==> src/rtl/fetch_pkg.sv <==
// Shared types, constants and instruction-field helpers for the instruction fetch unit.
package fetch_pkg;

  typedef enum logic [1:0] {
    FETCH  = 2'd0,
    DECODE = 2'd1,
    HALT   = 2'd2
  } fetch_state_e;

  localparam logic [31:0] DEFAULT_RESET_PC = 32'h0000_0000;
  localparam logic [5:0]  HALT_OP          = 6'b111111;

  localparam int OP_MSB    = 31;
  localparam int OP_LSB    = 26;
  localparam int FUNCT_MSB = 5;
  localparam int FUNCT_LSB = 0;
  localparam int IMM_MSB   = 15;
  localparam int IMM_LSB   = 0;
  localparam int TGT_MSB   = 25;
  localparam int TGT_LSB   = 0;

  // Word offset of a taken branch: sign-extended immediate scaled to bytes.
  function automatic logic [31:0] branch_offset(input logic [15:0] imm);
    return {{14{imm[15]}}, imm, 2'b00};
  endfunction

  function automatic logic [31:0] jump_target(input logic [3:0] pc_hi, input logic [25:0] tgt);
    return {pc_hi, tgt, 2'b00};
  endfunction

endpackage

==> src/rtl/instr_fetch_if.sv <==
// Instruction-memory read bus between the fetch unit (master) and memory (slave).
interface instr_fetch_if;
  logic        imem_req;
  logic [31:0] imem_addr;
  logic        imem_ack;
  logic [31:0] imem_rdata;

  modport master (output imem_req, output imem_addr, input imem_ack, input imem_rdata);
  modport slave  (input imem_req, input imem_addr, output imem_ack, output imem_rdata);
endinterface

==> src/rtl/next_pc_sel.sv <==
// Next-PC selection: Jump has priority over a taken branch, otherwise sequential.
module next_pc_sel
  import fetch_pkg::*;
(
  input  logic [31:0] pc_plus4,
  input  logic [31:0] instr,
  input  logic        Branch,
  input  logic        Zero,
  input  logic        Jump,
  output logic [31:0] next_pc
);

  logic unused_op_s;
  assign unused_op_s = ^instr[OP_MSB:OP_LSB];

  // Priority select of the following PC.
  always_comb begin
    next_pc = pc_plus4;
    if (Jump) begin
      next_pc = jump_target(pc_plus4[31:28], instr[TGT_MSB:TGT_LSB]);
    end else if (Branch && Zero) begin
      next_pc = pc_plus4 + branch_offset(instr[IMM_MSB:IMM_LSB]);
    end else begin
      next_pc = pc_plus4;
    end
  end

endmodule

==> src/rtl/instr_fetch.sv <==
// Multi-cycle instruction fetch unit: FETCH -> DECODE -> FETCH, one instruction per >=2 cycles.
// Optional halt opcode support is enabled with the FETCH_HALT_EN macro.
module instr_fetch
  import fetch_pkg::*;
#(
  parameter logic [31:0] RESET_PC = DEFAULT_RESET_PC
) (
  input  logic                 clk,
  input  logic                 reset,
  instr_fetch_if.master        imem,
  input  logic                 stall,
  input  logic                 Branch,
  input  logic                 Zero,
  input  logic                 Jump,
  output logic [31:0]          instr,
  output logic [5:0]           OP,
  output logic [5:0]           Funct,
  output logic [31:0]          pc,
  output logic [31:0]          pc_plus4,
  output logic                 instr_valid,
  output logic                 halted
);

  fetch_state_e state_q, state_d;
  logic [31:0]  pc_q, pc_d;
  logic [31:0]  instr_q, instr_d;
  logic [31:0]  pc_plus4_s;
  logic [31:0]  next_pc_s;
  logic         imem_req_s;
  logic         instr_valid_s;
  logic         halted_s;

  assign pc_plus4_s = pc_q + 32'd4;

  next_pc_sel u_next_pc_sel (
    .pc_plus4 (pc_plus4_s),
    .instr    (instr_q),
    .Branch   (Branch),
    .Zero     (Zero),
    .Jump     (Jump),
    .next_pc  (next_pc_s)
  );

  // Next-state and output decode; outputs are forced low while reset is held.
  always_comb begin
    state_d       = state_q;
    pc_d          = pc_q;
    instr_d       = instr_q;
    imem_req_s    = 1'b0;
    instr_valid_s = 1'b0;
    halted_s      = 1'b0;
    case (state_q)
      FETCH: begin
        imem_req_s = !reset;
        if (imem.imem_ack) begin
          instr_d = imem.imem_rdata;
          state_d = DECODE;
        end else begin
          state_d = FETCH;
        end
      end
      DECODE: begin
        instr_valid_s = !reset;
        if (!stall) begin
`ifdef FETCH_HALT_EN
          if (instr_q[OP_MSB:OP_LSB] == HALT_OP) begin
            state_d = HALT;
          end else begin
            pc_d    = next_pc_s;
            state_d = FETCH;
          end
`else
          pc_d    = next_pc_s;
          state_d = FETCH;
`endif
        end else begin
          state_d = DECODE;
        end
      end
      HALT: begin
`ifdef FETCH_HALT_EN
        halted_s = !reset;
`else
        state_d = FETCH;
`endif
      end
      default: begin
        state_d = FETCH;
      end
    endcase
  end

  // State registers with synchronous reset overriding all other inputs.
  always_ff @(posedge clk) begin
    if (reset) begin
      state_q <= FETCH;
      pc_q    <= RESET_PC;
      instr_q <= 32'h0000_0000;
    end else begin
      state_q <= state_d;
      pc_q    <= pc_d;
      instr_q <= instr_d;
    end
  end

  assign imem.imem_req  = imem_req_s;
  assign imem.imem_addr = pc_q;
  assign instr          = instr_q;
  assign OP             = instr_q[OP_MSB:OP_LSB];
  assign Funct          = instr_q[FUNCT_MSB:FUNCT_LSB];
  assign pc             = pc_q;
  assign pc_plus4       = pc_plus4_s;
  assign instr_valid    = instr_valid_s;
  assign halted         = halted_s;

endmodule

==> src/flat_wrapper.sv <==
// flat-port wrapper written by rule: the top's interface ports become plain ports
module instr_fetch_flat import fetch_pkg::*;
#(
  parameter logic [31:0] RESET_PC = DEFAULT_RESET_PC
)
  (clk, reset, stall, Branch, Zero, Jump, instr, OP, Funct, pc, pc_plus4, instr_valid, halted, imem_imem_req, imem_imem_addr, imem_imem_ack, imem_imem_rdata);
  instr_fetch_if imem_i ();
  input  logic clk;
  input  logic reset;
  input  logic stall;
  input  logic Branch;
  input  logic Zero;
  input  logic Jump;
  output logic [31:0] instr;
  output logic [5:0] OP;
  output logic [5:0] Funct;
  output logic [31:0] pc;
  output logic [31:0] pc_plus4;
  output logic instr_valid;
  output logic halted;
  output wire logic [$bits(imem_i.imem_req)-1:0] imem_imem_req;
  output wire logic [$bits(imem_i.imem_addr)-1:0] imem_imem_addr;
  input wire logic [$bits(imem_i.imem_ack)-1:0] imem_imem_ack;
  input wire logic [$bits(imem_i.imem_rdata)-1:0] imem_imem_rdata;
  assign imem_imem_req = imem_i.imem_req;
  assign imem_imem_addr = imem_i.imem_addr;
  assign imem_i.imem_ack = imem_imem_ack;
  assign imem_i.imem_rdata = imem_imem_rdata;
  instr_fetch #(.RESET_PC(RESET_PC)) u_core (.clk(clk), .reset(reset), .imem(imem_i), .stall(stall), .Branch(Branch), .Zero(Zero), .Jump(Jump), .instr(instr), .OP(OP), .Funct(Funct), .pc(pc), .pc_plus4(pc_plus4), .instr_valid(instr_valid), .halted(halted));
endmodule
==> config.mk <==
export PLATFORM = sky130hd
export DESIGN_NAME = instr_fetch_flat
export DESIGN_NICKNAME = d
export VERILOG_FILES = /design/src/rtl/fetch_pkg.sv /design/src/rtl/instr_fetch_if.sv /design/src/rtl/next_pc_sel.sv /design/src/rtl/instr_fetch.sv /design/src/flat_wrapper.sv
export SDC_FILE = /design/constraint.sdc
export NUM_CORES = 1
export LEC_CHECK = 0
export BUFFER_PORTS_ARGS = -buffer_cell sky130_fd_sc_hd__buf_2
export CAP_MARGIN = 20
export CORE_MARGIN = 10
export CORE_UTILIZATION = 45
export DETAILED_ROUTE_END_ITERATION = 16
export PLACE_DENSITY = 0.73
export SYNTH_ARGS = -nofsm -noshare
export SYNTH_HDL_FRONTEND = slang
export SYNTH_SLANG_ARGS = --single-unit
==> constraint.sdc <==
create_clock -name clk -period 6.6 [get_ports clk]
set_input_delay 0.99 -clock clk [delete_from_list [all_inputs] [get_ports clk]]
set_output_delay 0.99 -clock clk [all_outputs]
set_load 0.03 [all_outputs]
==> metrics.md, run 1 <==
| Metric | Value |
|---|---|
| Status | `finished, final reports clean` |
| Setup TNS after final layout | `0 ns` |
| Leak | `0.00300 uW` |
| TritonCTS buffer count | `9` |
| Port bufs | `174` |
| Die width | `128 um` |
| Count of cell types in the netlist | `63` |
| CTS hold repair buffers | `0` |
| DRT Pass-1 Iters | `7` |
| Fmax | `0.225 GHz` |
| Post-Place Setup Slack | `2.28 ns` |
| I/O Pins | `about 180` |
| Area Overhead vs Synth | `18.1%` |
| Drt initial violations | `379` |
| Arr. time, crit path | `4.66 ns` |
| Wire length per cell | `18.4 um` |
| Initial antenna violation count | `0` |
| Slew Limit Headroom | `approximately 23%` |
| Final HPWL DP | `between 10 and 15 mm` |
| Sequential area share after synthesis | `24.1%` |
| Worst setup EP type | `register` |
| Kind of critical path | `reg -> reg` |
| Sequential Area | `between 1000 and 1500 um^2` |
| Crit path max fanout | `8` |
| Largest net degree at the start of global routing | `49` |
| Fin Clk Skew | `0.0116 ns` |
| Insertion delay to the later sink of the worst-skew pair | `0.34 ns` |
| Footprint of the multi-input gates | `3450 um^2` |
| Layout Nets | `roughly 900` |
| Complex-gate fraction of the synthesized area | `25.5%` |
| Share of layout cells above drive strength 1 | `about a quarter` |
| Vias per inst | `5.69` |
| Cells along the critical path | `nand4_2 > nor3_1 > and3_1 > xor2_1 > ha_1 > and4_1 > a221o_1 > o31a_1 > a31oi_1 > and4b_1 > a21oi_1 > o21ai_0` |
| Final Max Slew Viols | `0` |
| Hold Fails Final Rpt | `0` |
| R2r setup slk | `about 2.2 ns` |
| Largest delay share family, worst path | `simple AND/OR/NAND/NOR gates` |
| Setup Buffers After CTS | `0` |
| Synthesis-stage register bit count | `63` |
| Setup ws final | `about 2.2 ns` |
| Top_reg_cell synth | `dfxtp_1` |
| Syn. warnings | `0` |
| Core Footprint | `11,400 um^2` |
| Data required, critical path | `6.81 ns` |
| Sink Count | `63` |
| Fraction of registers with async set/reset | `0%` |
| FILL cells | `1,154` |
| Final core utilization | `54.2%` |
| Mapped cell area | `between 5000 and 6000 um^2` |
| Overflow after GRT | `0` |
| Worst slew pin tran | `between 1 and 1.5 ns` |
| Post-route ant nets | `0` |
| Max IR drop VDD | `about 0.14 mV` |
| Gr usage total | `21.0%` |
| Syn Area/Cell | `7.42 um^2` |
| Setup violators final | `0` |
| CP peak stage delay | `0.95 ns` |
| Largest family of logic cells by synthesized area | `compound AO/OA/AOI/OAI gates` |
| Min cycle time layout | `4.44 ns` |
| Multiplexer area fraction after synthesis | `between 1 and 1.5%` |
| Antenna Cells | `0` |
| Vias in the first global route | `5,480` |
| Worst-path clk slew | `0.06 ns` |
| Worst hold path type | `reg -> reg` |
| Max stage delay cell, worst path | `nor3_1` |
| CTS tree | `done` |
| Die area | `roughly 16,000 um^2` |
| Routed WL | `17.8 mm` |
| Via count | `5,510` |
| Clock buffer depth | `2` |
| Max-cap violations | `0` |
| DRC viols | `0` |
| P per Cell Area | `200 nW/um^2` |
| Post-CTS sizing | `0` |
| Worst path buffer plus inverter count | `0` |
| Final period util | `between 60 and 70%` |
| Post-synth EDFFs | `0` |
| Initial core utilization | `between 40% and 50%` |
| Synth Area in Simple Gates | `21.8%` |
| Startpoint types | `register` |
| RSZ-0062 raised after global routing | `false` |
| H-tree levels | `3` |
| Post-Synthesis Cells | `704` |
| Root buffer cell | `clkbuf_16` |
| RD Place Congestion | `between 1 and 1.5` |
| First-pass GRT wire length | `between 20 and 30 mm` |
| Chip Height | `128 um` |
| Row Count | `39` |
| Synthesized-area fraction occupied by xor and xnor cells | `8.02%` |
| Post-Synth Adder-Cell Area | `9.01%` |
[per-stage QoR]
| step | instances | total power [uW] | cell area [um^2] | hold slack, ns |
|---|---|---|---|---|
| final | 969 | 1240 | 6170 | 0.472 |
| after global routing | 969 | 1280 | 6170 | 0.495 |
| after CTS | 969 | 1240 | 6170 | 0.473 |
| after detailed placement | 953 | 736 | 5860 | 0.465 |
| after global placement | 953 | 733 | 5860 | 0.454 |
| after floorplan | 710 | 661 | 5250 | 0.511 |
[worst paths after layout]
check,cells past startpoint,to,from
max,12,u_core.imem.imem_addr[29],u_core.imem.imem_addr[7]
min,2,u_core.instr[30],u_core.instr[30]
max reg2reg,12,u_core.imem.imem_addr[29],u_core.imem.imem_addr[7]
min reg2reg,2,u_core.instr[30],u_core.instr[30]
[final cells by class]
type	instances	share of cell area, %
Multi-Input combinational cell	554	56.0
Sequential cell	63	20.5
Timing Repair Buffer	181	15.0
Clock buffer	12	3.83
Tap cell	143	2.90
Clock inverter	4	1.14
Inverter	12	0.730
[per-layer routing]
metal	up-vias	global-route usage, %	share of wire (%)
met2	272	34.3	47
li1	2695	-	-
met4	0	6.69	1.8
met1	2520	25.7	41
met5	-	0	0
met3	23	6.53	11
[cells by family after synthesis]
logic type / after synthesis
AOI/OAI and AO/OA: 212
muxes: 6
other: 1
DFF: 63
xor gates and xnor gates: 47
and+or+nand+nor: 245
adders and majority gates: 37
buffers and inverters: 93
[state kept, by name, summed over array words and instances, names as in the netlist]
| signal | cells |
|---|---|
| u_core.instr | 32 |
| u_core.state_q | 1 |
| u_core.imem.imem_addr | 30 |
[where the power goes]
part	internal, uW	total, uW	leakage [uW]	switching (uW)
Clock	330	507	0.000151	177
Combinational	92.4	300	0.00233	207
Sequential	401	430	0.000514	29.2
[synth_stat cells, types with 5 or more instances]
| cell | instances | share of area (%) |
|---|---|---|
| a21oi_1 | 88 | 8.4 |
| o21a_1 | 7 | 1.0 |
| nand3_1 | 14 | 1.3 |
| a31oi_1 | 10 | 1.2 |
| xnor2_1 | 27 | 4.5 |
| a211oi_1 | 13 | 1.9 |
| nand4_1 | 12 | 1.4 |
| o21bai_1 | 6 | 0.86 |
| o21ai_0 | 29 | 2.8 |
| o22ai_1 | 6 | 0.72 |
| a21o_1 | 11 | 1.6 |
| nor2_1 | 44 | 3.2 |
| nor2b_1 | 5 | 0.60 |
| dfxtp_1 | 63 | 24 |
| nand2b_1 | 8 | 0.96 |
| clkbuf_1 | 27 | 1.9 |
| and3_1 | 5 | 0.60 |
| buf_4 | 49 | 7.0 |
| o31ai_1 | 6 | 0.86 |
| nand2_1 | 121 | 8.7 |
| nor3_1 | 15 | 1.4 |
| inv_1 | 12 | 0.86 |
| xor2_1 | 19 | 3.2 |
| ha_1 | 36 | 8.6 |
| o211ai_1 | 7 | 1.0 |
[worst min-delay path, delay by kind of cell (launching register included)]
family           cells  cell delay (ns)
AO/OA/AOI/OAI        1             0.06
flip-flops           1             0.31
AND/OR/NAND/NOR      1             0.05
[cell usage in the layout, fill, tap and decap left out, types with 7 or more instances in the layout]
cell type / count
o211ai_1: 7
nand2b_1: 8
a31oi_1: 10
inv_1: 12
buf_4: 7
conb_1: 7
buf_2: 174
o21a_1: 7
clkbuf_16: 9
dfxtp_1: 63
xor2_1: 19
nand4_1: 12
ha_1: 36
xnor2_1: 27
o21ai_0: 29
nor2_1: 44
nand3_1: 14
nor3_1: 15
a21o_1: 11
a21oi_1: 88
a211oi_1: 13
nand2_1: 121
Power figures use the tool's default switching activity.
==> run 2, diff against run 1 <==
==> constraint.sdc (replaced) <==
create_clock -name clk -period 4.2 [get_ports clk]
set_input_delay 0.63 -clock clk [delete_from_list [all_inputs] [get_ports clk]]
set_output_delay 0.63 -clock clk [all_outputs]
set_load 0.03 [all_outputs]
==> run 2 against run 1 <==
Count of clock-buffer cells in the layout is 1 higher; power is 58% higher; via count is 0.71% higher; core utilization is 1.1 points higher; clock power is 58% higher; wire length is 1.9% higher; cell area is 2.0% higher; global-route usage is 0.24 points higher; flip-flop and latch count stayed put; worst hold slack worse by 0.0069 ns; cell count is 1.0% higher; register-to-register slack worse by 1.8 ns; critical path type unchanged; largest cell class unchanged.
==> metrics.md, run 2 (synthesis results as in run 1) <==
| Metric | Value |
|---|---|
| Port bufs | `174` |
| TritonCTS buffer count | `9` |
| R2r setup slk | `0.38 ns` |
| Crit path max fanout | `6` |
| Most frequent cells in the layout | `174 x buf_2, 121 x nand2_1, 88 x a21oi_1` |
| Cells along the critical path | `ha_1 > nand4_1 > or2_2 > nor3_2 > nand2_1 > xnor2_2 > ha_1 > nand2_1 > a2111oi_2 > o21a_1 > o31a_1 > a31oi_1 > nor3_1 > mux2i_1 > o21ai_1` |
| DRC viols | `0` |
| Fin Clk Skew | `0.00866 ns` |
| Core Footprint | `~11,000 um^2` |
| Startpoint types | `register` |
| Gr usage total | `21.3%` |
| H-tree levels | `3` |
| Routed WL | `18.2 mm` |
| Hold Crit Start | `u_core.instr[26]` |
| Setup violators final | `0` |
| Worst R2R Start | `u_core.imem.imem_addr[3]` |
| Leak | `0.00306 uW` |
| Setup crit end | `u_core.imem.imem_addr[31]` |
| Overflow after GRT | `0` |
| Setup crit start | `u_core.imem.imem_addr[3]` |
| Data required, critical path | `4.42 ns` |
| Final period util | `just over 90%` |
| Clock buffer depth | `2` |
| First-pass GRT wire length | `28.7 mm` |
| Largest net degree at the start of global routing | `41` |
| Root buffer cell | `clkbuf_16` |
| Most common cell after layout, fill and taps aside | `buf_2` |
| DRT Pass-1 Iters | `5` |
| Max-cap violations | `0` |
| Vias in the first global route | `about 5,400` |
| Wire length per cell | `18.6 um` |
| Post-route ant nets | `0` |
| Arr. time, crit path | `4.04 ns` |
| Register-to-Register Path Depth | `15` |
| Die area | `16,300 um^2` |
| Max reg flops | `32` |
| Share of layout cells above drive strength 1 | `between 20% and 30%` |
| Row Count | `39` |
| Insertion delay to the later sink of the worst-skew pair | `approximately 0.34 ns` |
| Slew Limit Headroom | `45.5%` |
| Post-layout power | `1960 uW` |
| Capture point of the worst reg-to-reg path | `u_core.imem.imem_addr[31]` |
| Setup TNS after final layout | `0 ns` |
| Kind of critical path | `reg -> reg` |
| Setup Buffers After CTS | `0` |
| Final HPWL DP | `13.6 mm` |
| Max IR drop VDD | `0.188 mV` |
| Initial core utilization | `45.9%` |
| CTS hold repair buffers | `0` |
| Worst-path clk slew | `~0.06 ns` |
| Initial antenna violation count | `2` |
| Fmax | `roughly 0.26 GHz` |
| Vias per inst | `5.67` |
| Min cycle time layout | `between 3 and 4 ns` |
| Status | `finished, final reports clean` |
| Layout Nets | `907` |
| Via count | `5,549` |
| Chip Height | `128 um` |
| CTS tree | `done` |
| Hold Fails Final Rpt | `0` |
| Post-CTS sizing | `0` |
| Sink Count | `63` |
| Area Overhead vs Synth | `20.5%` |
| RD Place Congestion | `approximately 0.94` |
| Die width | `128 um` |
| Drt initial violations | `333` |
| Worst hold path type | `reg -> reg` |
| I/O Pins | `182` |
| P per Cell Area | `311 nW/um^2` |
| FILL cells | `around 1,100` |
| Worst setup EP type | `register` |
| RSZ-0062 raised after global routing | `false` |
| Max stage delay cell, worst path | `dfxtp_1` |
| Worst slew pin tran | `0.818 ns` |
| CP peak stage delay | `0.41 ns` |
| Final Max Slew Viols | `0` |
[run 2: cell types whose count changed in the layout (fill, tap and decap cells not counted), moves of 2 or more]
cell      before  now
buf_4          7   16
clkinv_2       2    0
clkbuf_8       0    4
clkbuf_1       3    0
xor2_2         1    3
xor2_1        19   17
[run 2: how the worst min path moves through the flow]
| stage | endpoint | slack (ns) | depth (start not counted) |
|---|---|---|---|
| 6_report | u_core.instr[26] | 0.47 | 2 |
| 5_1_grt | u_core.instr[29] | 0.49 | 2 |
| 4_1_cts | u_core.instr[26] | 0.47 | 2 |
| 3_5_place_dp | u_core.instr[26] | 0.46 | 2 |
| 3_3_place_gp | u_core.instr[30] | 0.45 | 2 |
| 2_1_floorplan | u_core.state_q[0] | 0.51 | 1 |
[run 2: final cells by class]
cell class | count | area [um^2] | area share [%]
multi-input combinational | 554 | 3490 | 55.4
sequential | 63 | 1260 | 20.0
timing repair buffer | 191 | 1000 | 15.9
clock buffer | 13 | 280 | 4.45
tap | 143 | 179 | 2.84
inverter | 12 | 45.0 | 0.716
clock inverter | 2 | 37.5 | 0.596
antenna | 1 | 2.50 | 0.0398
[run 2: through the flow]
step	utilization (%)	cells	area (um^2)	setup WS, ns	hold WS (ns)
3_5_place_dp	52.3	962	5950	0.161	0.458
6_report	55.4	979	6290	0.377	0.465
4_1_cts	55.1	977	6270	0.107	0.465
5_1_grt	55.3	978	6290	0.0760	0.492
2_1_floorplan	-	710	5270	0.0445	0.511
3_3_place_gp	52.3	962	5950	0.369	0.454
[run 2: critical path, delay by kind of cell (launching register included)]
family	cells	cell delay (ns)
simple gates	6	1.33
compound gates	5	0.92
fa+ha+maj	2	0.64
flops	1	0.41
mux	1	0.25
xor+xnor	1	0.17
[run 2: metal layers]
layer / share of wire (%) / wire length, um / global-route usage [%] / vias to the layer above
met5: 0.039 / 7 / 0 / -
met4: 2.0 / 362 / 6.23 / 2
met3: 9.6 / 1740 / 6.74 / 38
met2: 46 / 8340 / 34.2 / 250
met1: 42 / 7720 / 26.5 / 2544
li1: - / - / - / 2715
[run 2: power breakdown]
group | switching, uW | leakage, uW | internal (uW)
combinational | 329 | 0.00239 | 150
sequential | 44.3 | 0.000514 | 629
clock | 282 | 0.000154 | 521
==> run 3, diff against run 2 <==
--- a/config.mk
+++ b/config.mk
@@ -11,6 +11,7 @@
 export CORE_UTILIZATION = 45
 export DETAILED_ROUTE_END_ITERATION = 16
 export PLACE_DENSITY = 0.73
+export SLEW_MARGIN = 20
 export SYNTH_ARGS = -nofsm -noshare
 export SYNTH_HDL_FRONTEND = slang
 export SYNTH_SLANG_ARGS = --single-unit
==> constraint.sdc (replaced) <==
create_clock -name clk -period 4.6 [get_ports clk]
set_input_delay 0.69 -clock clk [delete_from_list [all_inputs] [get_ports clk]]
set_output_delay 0.69 -clock clk [all_outputs]
set_load 0.03 [all_outputs]
==> run 3 against run 2 <==
Clock skew hardly changed; power is 15% lower; clock power is 23% lower; sequential share of layout area is 0.44 points higher; maximum frequency is 9.4% lower; critical path type unchanged.
==> metrics.md, run 3 (synthesis results as in run 1) <==
| Metric | Value |
|---|---|
| Status | `finished, final reports clean` |
| Vias in the first global route | `approximately 5,500` |
| Max stage delay cell, worst path | `dfxtp_1` |
| Layout Nets | `around 900` |
| Most common cell after layout, fill and taps aside | `buf_2` |
| Register-to-Register Path Depth | `14` |
| Worst-path clk slew | `approximately 0.060 ns` |
| Arr. time, crit path | `4.42 ns` |
| Core Footprint | `11,400 um^2` |
| Cells along the critical path | `ha_1 > nand4_1 > or2_2 > nor3_1 > nand2_1 > xnor2_1 > ha_1 > a21o_1 > or2_2 > o31a_1 > a31oi_1 > and4b_1 > a21oi_1 > o21ai_0` |
| CTS hold repair buffers | `0` |
| Final Max Slew Viols | `0` |
| Clock buffer depth | `2` |
| Sink Count | `63` |
| Most frequent cells in the layout | `174 x buf_2, 121 x nand2_1, 88 x a21oi_1` |
| Row Count | `39` |
| Post-layout power | `roughly 1700 uW` |
| CTS tree | `done` |
| First-pass GRT wire length | `roughly 28 mm` |
| Routed WL | `17.9 mm` |
| Share of layout cells above drive strength 1 | `between 20% and 30%` |
| Wire length per cell | `18.5 um` |
| Root buffer cell | `clkbuf_16` |
| Port bufs | `174` |
| Largest net degree at the start of global routing | `38` |
| Max-cap violations | `0` |
| Fmax | `0.237 GHz` |
| Setup violators final | `0` |
| Gr usage total | `21.0%` |
| Area Overhead vs Synth | `17.9%` |
| Initial core utilization | `45.9%` |
| DRT met1 WL | `about 7.6 mm` |
| Crit path max fanout | `8` |
| Final HPWL DP | `13.5 mm` |
| DRC viols | `0` |
| Via count | `5,564` |
| Vias per inst | `5.72` |
| FILL cells | `1,136` |
| Max reg flops | `32` |
| RSZ-0062 raised after global routing | `false` |
| Met2 WL | `8.29 mm` |
| TritonCTS buffer count | `9` |
| Fin cells | `between 900 and 1,000` |
| RD Place Congestion | `0.979` |
| Met3 Wirelength | `1.69 mm` |
| Final period util | `91.8%` |
| Leak | `about 0.003 uW` |
| Min cycle time layout | `4.22 ns` |
| Initial antenna violation count | `1` |
| DRT Pass-1 Iters | `5` |
| I/O Pins | `182` |
| Hold path depth | `2` |
| Worst slew pin tran | `approximately 1.1 ns` |
| Insertion delay to the later sink of the worst-skew pair | `0.33 ns` |
| Fin Clk Skew | `0.00856 ns` |
| Overflow after GRT | `0` |
| Hold Fails Final Rpt | `0` |
| H-tree levels | `3` |
| Worst hold path type | `reg -> reg` |
| Die area | `16,300 um^2` |
| Post-route ant nets | `0` |
| CP peak stage delay | `around 0.45 ns` |
| Kind of critical path | `reg -> reg` |
| Worst setup EP type | `register` |
| Chip Height | `approximately 130 um` |
| Top routing layer in use | `met5` |
| Setup TNS after final layout | `0 ns` |
| Die width | `128 um` |
| Data required, critical path | `4.80 ns` |
| Drt initial violations | `390` |
| P per Cell Area | `271 nW/um^2` |
| Dpl cells | `957` |
| Slew Limit Headroom | `29.6%` |
| Antenna Cells | `0` |
| Max IR drop VDD | `0.160 mV` |
| Startpoint types | `register` |
==> run 3: cell count changes in the layout (fill, tap and decap cells not counted), moves of 2 or more <==
cell and change:
clkbuf_8 -3, xor2_2 -2, xor2_1 +2, clkinv_2 +3, buf_4 -5
==> run 3: path summary, 6_finish.rpt <==
kind,start,slack (ns),end
setup / recovery,u_core.imem.imem_addr[2],0.38,u_core.imem.imem_addr[29]
setup reg to reg,u_core.imem.imem_addr[2],0.38,u_core.imem.imem_addr[29]
hold / removal,u_core.instr[30],0.47,u_core.instr[30]
hold reg to reg,u_core.instr[30],0.47,u_core.instr[30]
==> run 3: timing repair <==
| item | 4_1_cts | 5_1_grt |
|---|---|---|
| buffers inserted | 0 | 0 |
| resized for setup | 0 | 1 |
| endpoints found under the setup margin | 0 | 1 |
==> run 3: layout make-up <==
cell class              instances  area (um^2)  area share (%)
repair buffers                185          953            15.5
clock buffers                  11          243            3.94
multi-input cells             554         3450            56.1
clock inverters                 4         22.5           0.366
inverters                      12         45.0           0.732
flip-flops and latches         63         1260            20.5
well taps                     143          179            2.91
==> run 3: per-layer routing <==
metal,vias to the layer above,track usage [%]
met5,-,0
met4,2,6.82
met3,27,5.71
met2,267,33.7
met1,2567,26.5
li1,2701,-
==> run 3: per-stage QoR <==
step | utilization (%) | hold WS [ns] | setup slack, ns | cell area [um^2]
floorplan | - | 0.511 | 0.329 | 5250
global placement | 51.8 | 0.454 | 0.631 | 5890
detailed placement | 51.8 | 0.460 | 0.472 | 5890
CTS | 54.1 | 0.468 | 0.457 | 6160
global route | 54.2 | 0.498 | 0.0380 | 6160
finish | 54.2 | 0.466 | 0.379 | 6160
==> run 3: power breakdown <==
| group | internal, uW | switching (uW) |
|---|---|---|
| registers | 575 | 41.9 |
| logic | 133 | 299 |
| clock network | 373 | 245 |
==> run 3: critical path, delay by kind of cell (launching register included) <==
family,cells,cell delay (ns)
xor gates and xnor gates,1,0.32
adders and majority gates,2,0.62
DFF,1,0.45
and+or+nand+nor,6,1.60
AOI/OAI and AO/OA,5,1.09
